<file path="config.mk">
export PLATFORM = sky130hd
export DESIGN_NAME = elevator_scheduler
export DESIGN_NICKNAME = d
export VERILOG_FILES = /design/src/rtl/elevator_scheduler.sv
export SDC_FILE = /design/constraint.sdc
export NUM_CORES = 1
export LEC_CHECK = 0
export ABC_AREA = 0
export CORE_MARGIN = 2
export CORE_UTILIZATION = 40
export DETAILED_ROUTE_END_ITERATION = 7
export PLACE_DENSITY = 0.64
export SKIP_LAST_GASP = 1
export SLEW_MARGIN = 10
export SYNTH_ARGS = -nofsm -noshare
export SYNTH_HDL_FRONTEND = slang
export SYNTH_SLANG_ARGS = --single-unit
</file>
<file path="constraint.sdc">
create_clock -name clk -period 3.1 [get_ports clk]
set_clock_uncertainty 0.1 [all_clocks]
set_input_delay 0.93 -clock clk [delete_from_list [all_inputs] [get_ports clk]]
set_output_delay 0.93 -clock clk [all_outputs]
set_load 0.005 [all_outputs]
</file>
<file path="src/rtl/elevator_scheduler.sv">
// rtl/elevator_scheduler.sv - LOOK-policy elevator call scheduler with door timing
// Holds inside/hall calls, picks direction, commands motion and clears calls at each stop.
module elevator_scheduler #(
  parameter int NUM_FLOORS  = 8,
  parameter int FLOOR_W     = 3,
  parameter int DOOR_CYCLES = 4
) (
  input  logic                  clk,
  input  logic                  reset,
  input  logic                  req_valid,
  input  logic [FLOOR_W-1:0]    req_floor,
  input  logic [1:0]            req_type,
  input  logic [FLOOR_W-1:0]    cur_floor,
  input  logic                  arrived,
  output logic [NUM_FLOORS-1:0] pend_inside,
  output logic [NUM_FLOORS-1:0] pend_up,
  output logic [NUM_FLOORS-1:0] pend_down,
  output logic                  direction,
  output logic                  should_move,
  output logic                  door_open,
  output logic                  busy
);
  localparam int CNT_W = $clog2(DOOR_CYCLES + 1);
  localparam logic [1:0] REQ_INSIDE = 2'b00;
  localparam logic [1:0] REQ_UP     = 2'b01;
  localparam logic [1:0] REQ_DOWN   = 2'b10;

  typedef enum logic [1:0] {IDLE, MOVING, DOOR} state_t;

  state_t                state, state_n;
  logic [CNT_W-1:0]      door_cnt, door_cnt_n;
  logic [NUM_FLOORS-1:0] pend_inside_n, pend_up_n, pend_down_n;
  logic                  direction_n, should_move_n, door_open_n;
  logic [NUM_FLOORS-1:0] cur_bit, req_bit, any_pend;
  logic [NUM_FLOORS-1:0] set_in, set_up, set_dn, clr_in, clr_up, clr_dn;
  logic                  ahead, here_in, here_up, here_dn, here_dir, here_any, stop_here;
  logic                  req_ok, door_absorb, enter_door;

  always_comb begin
    cur_bit  = '0;
    req_bit  = '0;
    ahead    = 1'b0;
    any_pend = pend_inside | pend_up | pend_down;
    for (int i = 0; i < NUM_FLOORS; i++) begin
      cur_bit[i] = (int'(cur_floor) == i);
      req_bit[i] = (int'(req_floor) == i);
      if (any_pend[i] && (direction ? (i > int'(cur_floor)) : (i < int'(cur_floor))))
        ahead = 1'b1;
    end
  end

  assign here_in  = |(pend_inside & cur_bit);
  assign here_up  = |(pend_up & cur_bit);
  assign here_dn  = |(pend_down & cur_bit);
  assign here_dir = here_in | (direction ? here_up : here_dn);
  assign here_any = here_dir | here_up | here_dn;
  // An opposite-direction hall call here only stops the car once nothing lies ahead;
  // stopping for it earlier would reopen the door forever without serving the calls ahead.
  assign stop_here = here_dir | (!ahead & here_any);

  assign req_ok = req_valid && (req_type != 2'b11) && (int'(req_floor) < NUM_FLOORS)
                  && !(req_type == REQ_UP && int'(req_floor) == NUM_FLOORS - 1)
                  && !(req_type == REQ_DOWN && req_floor == '0);

  assign door_absorb = req_ok && (state == DOOR) && (req_floor == cur_floor)
                       && (req_type == REQ_INSIDE || (req_type == REQ_UP && direction)
                           || (req_type == REQ_DOWN && !direction));

  always_comb begin
    state_n       = state;
    direction_n   = direction;
    should_move_n = should_move;
    door_open_n   = door_open;
    door_cnt_n    = door_cnt;
    enter_door    = 1'b0;
    case (state)
      IDLE: begin
        if (|any_pend) begin
          if (stop_here) begin
            enter_door = 1'b1;
          end else begin
            state_n       = MOVING;
            should_move_n = 1'b1;
            if (!ahead) direction_n = !direction;
          end
        end
      end
      MOVING: begin
        if (arrived && stop_here) enter_door = 1'b1;
      end
      DOOR: begin
        if (door_absorb) begin
          door_cnt_n = CNT_W'(1);
        end else if (door_cnt >= CNT_W'(DOOR_CYCLES)) begin
          state_n     = IDLE;
          door_open_n = 1'b0;
          door_cnt_n  = '0;
        end else begin
          door_cnt_n = door_cnt + CNT_W'(1);
        end
      end
      default: state_n = IDLE;
    endcase
    if (enter_door) begin
      state_n       = DOOR;
      should_move_n = 1'b0;
      door_open_n   = 1'b1;
      door_cnt_n    = CNT_W'(1);
      if (!ahead && (direction ? here_dn : here_up)) direction_n = !direction;
    end

    // Stop-clears apply first so a request landing on the entry edge still sets its bit.
    clr_in = enter_door ? cur_bit : '0;
    clr_up = (enter_door && (direction || !ahead)) ? cur_bit : '0;
    clr_dn = (enter_door && (!direction || !ahead)) ? cur_bit : '0;
    set_in = (req_ok && !door_absorb && req_type == REQ_INSIDE) ? req_bit : '0;
    set_up = (req_ok && !door_absorb && req_type == REQ_UP) ? req_bit : '0;
    set_dn = (req_ok && !door_absorb && req_type == REQ_DOWN) ? req_bit : '0;
    pend_inside_n = (pend_inside & ~clr_in) | set_in;
    pend_up_n     = (pend_up & ~clr_up) | set_up;
    pend_down_n   = (pend_down & ~clr_dn) | set_dn;
  end

  always_ff @(posedge clk) begin
    if (reset) begin
      state       <= IDLE;
      door_cnt    <= '0;
      pend_inside <= '0;
      pend_up     <= '0;
      pend_down   <= '0;
      direction   <= 1'b1;
      should_move <= 1'b0;
      door_open   <= 1'b0;
      busy        <= 1'b0;
    end else begin
      state       <= state_n;
      door_cnt    <= door_cnt_n;
      pend_inside <= pend_inside_n;
      pend_up     <= pend_up_n;
      pend_down   <= pend_down_n;
      direction   <= direction_n;
      should_move <= should_move_n;
      door_open   <= door_open_n;
      busy        <= (state_n != IDLE);
    end
  end
endmodule

</file>
# Yosys cells after proc, flatten, opt, wreduce, memory -nomap -nowiden
# Cells that the tools add are included.
# totals
reg_bits,33
latch_bits,0
ramBits,0
rom_bits,0
in_bits,12
out_inout_bits,28
wordCells,165
mem_count,0
# classes
addsub,1
n_mul,0
div_mod_pow,0
n_lt_le_gt_ge,15
eq_ne,21
shift,0
mux,48
bitwise,20
n_reduce_logical,50
# op_table
cell,count
8-bit bitwise AND,6
8-bit 2-to-1 mux,6
8-bit OR,5
1-bit 2-to-1 mux,33
8-bit OR reduction,4
1-bit logical AND,26
3-bit equality test (second input constant),8
8-bit inverter,3
3-bit by 2-bit equality test with 1-bit output (second input constant),4
3-bit greater-than comparator (first input constant),4
2-bit 2-to-1 mux,5
3-bit zero test,3
3-bit < comparator (first input constant),3
3-bit by 1-bit equality test with 1-bit output (second input constant),2
2-bit by 3-bit greater-than comparator with 1-bit output (first input constant),2
1-bit by 3-bit < comparator with 1-bit output (first input constant),2
2-bit by 3-bit < comparator with 1-bit output (first input constant),2
3-bit 2-to-1 mux,2
2-bit case mux with 3 select lines,1
3-bit AND reduction,2
2-bit nonzero test,3
1-bit zero test,5
2-bit by 1-bit equality test with 1-bit output (second input constant),2
2-bit equality test (second input constant),2
13 further kinds,20

# Longest topological paths before layout
# logic_depth
depth_word,22
ltp_mapped,11
depth_no_buf,9

# Worst setup path after synthesis
# No wires, ideal clock.
# synth_timing
path_kind,input to register
startpoint,input cur_floor[2]
endpoint,register pend_up[2]
arrival_ns,2.916
required_time_ns,2.883
setup_slack_ns,-0.033
cell_stages,10
path_buffers,2
path_cell_list,buf_6 -> buf_4 -> nor2_1 -> mux2i_1 -> a2bb2oi_1 -> and4_1 -> inv_1 -> ha_1 -> or3_1 -> a32o_1
# synth_via
elab_chain_cells,22
elab_cells_between_ends,77
cone_classes,14 x order compare; 8 x eq/ne; 23 x mux; 11 x bitwise; 21 x reduce/logical
# synth_rtl
item,line,source
"start, declared",13,"input logic [FLOOR_W-1:0] cur_floor,"
1-bit by 3-bit < comparator with 1-bit output,47,if (any_pend[i] && (direction ? (i > int'(cur_floor)) : (i < int'(cur_floor))))
1-bit 2-to-1 mux,47,
1-bit logical AND,47,
1-bit 2-to-1 mux (8 in series),47,
1-bit zero test,"59, 114",
1-bit bitwise AND,59,assign stop_here = here_dir | (!ahead & here_any);
1-bit OR,59,
1-bit 2-to-1 mux / 1-bit logical AND (equally long branches),"79, 89",
1-bit 2-to-1 mux (on tied branches),"78, 89",
1-bit case mux with 2 select lines,76,case (state)
1-bit logical AND,114,clr_up = (enter_door && (direction || !ahead)) ? cur_bit : '0;
8-bit 2-to-1 mux,114,
8-bit inverter,120,pend_up_n = (pend_up & ~clr_up) | set_up;
8-bit bitwise AND,120,
8-bit OR *,120,
"end signal, assigned",139,pend_up <= pend_up_n;
"end, declared",16,"output logic [NUM_FLOORS-1:0] pend_up,"
# Mark *: on every way between the ends. The rest lies on a longest branch, timed or not.
# A chain may end at the register's enable or synchronous reset.

# Worst setup path after layout
# layout_timing
startpoint,input cur_floor[1]
endpoint,register pend_up[0]
# The elaborated chain is that of the path after synthesis.

==> metrics.cfg <==
[run_status]
status=finished clean

[clock_tree]
root_buffer=clkbuf_8
cts_tree=yes
cts-htree-levels=2
ctsHoldBuffers=0
clockBufferDepth=2
clkTransAtPathRegs_ps=70
cts.sinks=33
numCtsBuffers=5
clkLatencyLatePin_ps=290

[floorplan]
die-area_sq_um=5860
num_rows=26
ios=40
fp.dieH_um=76.6
start_util=0.412
dieWidth_um=76.6
coreArea_sq_um=5110

[sta]
fin_ws_ps=102
setup-violations-final=0
relSlewSlack=0.664
hold_viol_final=0
tightest_slew_ps=503
hold_slack_ps=352
rsz0062_at_grt=yes
finalCritPeriodShare=0.967
min_period_ps=3000
max_freq_mhz=334
report.final.slew_viol_count=0

[synth]
ys_ff_latch=33
synth_top_area_frac=0.314
synthCells=248
yosys.area.top_type=dfxtp_1
syn_area_per_cell_sq_um=8.49
syn-num-nets=264
synth-edff-count=0
synthFlopType=dfxtp_1
ys_types=61
ys_async_sr_fraction=0
syn_area_sq_um=2110
yosysSeqAreaShare=0.314
ys_top_cells_by_area=dfxtp_1 31%, o21ai_0 4.5%, o311ai_1 3.3%
ys_warn_count=0

[place]
pre_cts_ws_ps=-521
routabilityCongestion=0.872
dpl_cell_area_sq_um=2800
dp_cells=381
dp_hpwl_mm=5.03
portBuffers=39

[layout]
multi_input_area_sq_um=1320
final_area_sq_um=2970
drive_above_1_share=0.216
ff_latch_area_sq_um=661
nets=335
syn2layout_area_growth_pct=41.1
instances_no_fill=390
n_fill_cell=486
antennaDiodeCount=0

[setup_path]
cp.arrival_ps=3080
end_kind=register
worstSetupPathType=in -> reg
start_kind=primary input
critPathRequiredTime_ps=3190
cp_max_fo=19

[pwr]
sw_frac_of_total=0.307
vdd_drop_max_v=0.000207
clockPowerShare=0.318
p_leak_nw=1.16
p_int_uw=766
powerDensity_nw_per_um2=372
combPwrFrac=0.263
power_mw=1.11
seqPwrFrac=0.419
p_switching_uw=339

[hold_path]
hp-class=reg -> reg

[grt]
grt_pass1_vias=2163
grt_pass1_wl_mm=11.1
antenna_found_initial=0
grt_max_degree=21
groute.usage.overall=0.239
grt-ovfl-total=0

[drt]
wl_mm=6.87
drt_iter0_drc=151
avgViaCountPerCell=5.87
num_vias=2289
avgRoutedWirePerCell_um=17.6
ant_nets=0
first_pass_iters=4
drc=0

[flow_run]
cap_violations=0

[layer usage]
| metal | vias up | wire, um | GRT usage |
|---|---|---|---|
| li1 | 1080 | - | - |
| met1 | 1101 | 3140 | 0.331 |
| met2 | 96 | 3140 | 0.366 |
| met3 | 12 | 442 | 0.0474 |
| met4 | 0 | 156 | 0.0909 |
| met5 | - | 0 | 0 |
[power by group through the flow]
| stage | registers [mW] | clock network [mW] | logic (mW) |
|---|---|---|---|
| finish | 0.463 | 0.351 | 0.291 |
| global route | 0.467 | 0.379 | 0.318 |
| CTS | 0.463 | 0.357 | 0.280 |
| detailed placement | 0.472 | 0 | 0.272 |
| global placement | 0.472 | 0 | 0.270 |
| floorplan | 0.464 | 0 | 0.160 |
[critical path, cell delays in order]
cell	delay, ps
dlygate4sd2_1	270
buf_12	160
buf_4	150
nor3_1	230
or4_1	140
and4_1	200
buf_4	130
o21ai_4	70
buf_12	150
or3b_1	380
a32o_1	260
[Yosys cell counts, drive strengths merged, types with 4 or more instances]
cell / count
a211oi: 4
a21oi: 8
a32o: 4
buf: 10
clkbuf: 5
dfxtp: 33
ha: 4
inv: 14
mux2i: 6
nand2: 16
nand3: 11
nand3b: 6
nor2: 15
nor2b: 6
nor3: 11
o211ai: 7
o21ai: 21
o311ai: 11
o31ai: 4
[layout by cell type, fill, tap and decap left out, types with 6 or more instances in the layout]
master	instances
nand3_1	11
nor3_1	10
mux2i_1	6
clkdlybuf4s50_1	36
nand2_1	15
inv_1	14
clkbuf_8	6
nand3b_1	6
dfxtp_1	33
nor2_1	14
o311ai_1	11
o21ai_0	18
buf_4	35
o211ai_1	7
nor2b_1	6
a21oi_1	8
[state kept, by name, indices dropped and copies added, names as in the netlist]
| signal | count |
|---|---|
| busy | 1 |
| direction | 1 |
| door_cnt | 3 |
| door_open | 1 |
| pend_down | 8 |
| pend_inside | 8 |
| pend_up | 8 |
| should_move | 1 |
| state | 2 |
[stage by stage]
step | setup TNS, ps | utilization
floorplan | 0 | -
global placement | -14160 | 0.549
detailed placement | -14390 | 0.549
CTS | 0 | 0.576
global route | -20.5 | 0.582
finish | 0 | 0.582
[final cells by class]
cell class / instances / share of cell area
Tap cell: 70 / 0.0295
Sequential cell: 33 / 0.222
Clock inverter: 2 / 0.00463
Clock buffer: 6 / 0.0278
Timing Repair Buffer: 79 / 0.251
Multi-Input combinational cell: 185 / 0.446
Inverter: 15 / 0.0190
[worst paths after layout]
check,cells past startpoint,slack [ps],to,startpoint
worst max-delay path,11,100,pend_up[0],cur_floor[1]
worst min-delay path,2,350,should_move,should_move
worst max register to register,9,460,pend_up[0],direction
worst min register to register,2,350,should_move,should_move
[cell families after synthesis]
family,synth area share
simple gates,0.225
fa+ha+maj,0.0238
compound gates,0.286
flops,0.314
buf+inv,0.0808
xor+xnor,0.0166
mux,0.0535
[what timing repair did]
item	in CTS	in global routing
pin swaps	2	2
buffers inserted	0	0
gates cloned	1	0
resized for setup	9	14
endpoints found under the setup margin	33	33
Power figures use the tool's default switching activity.
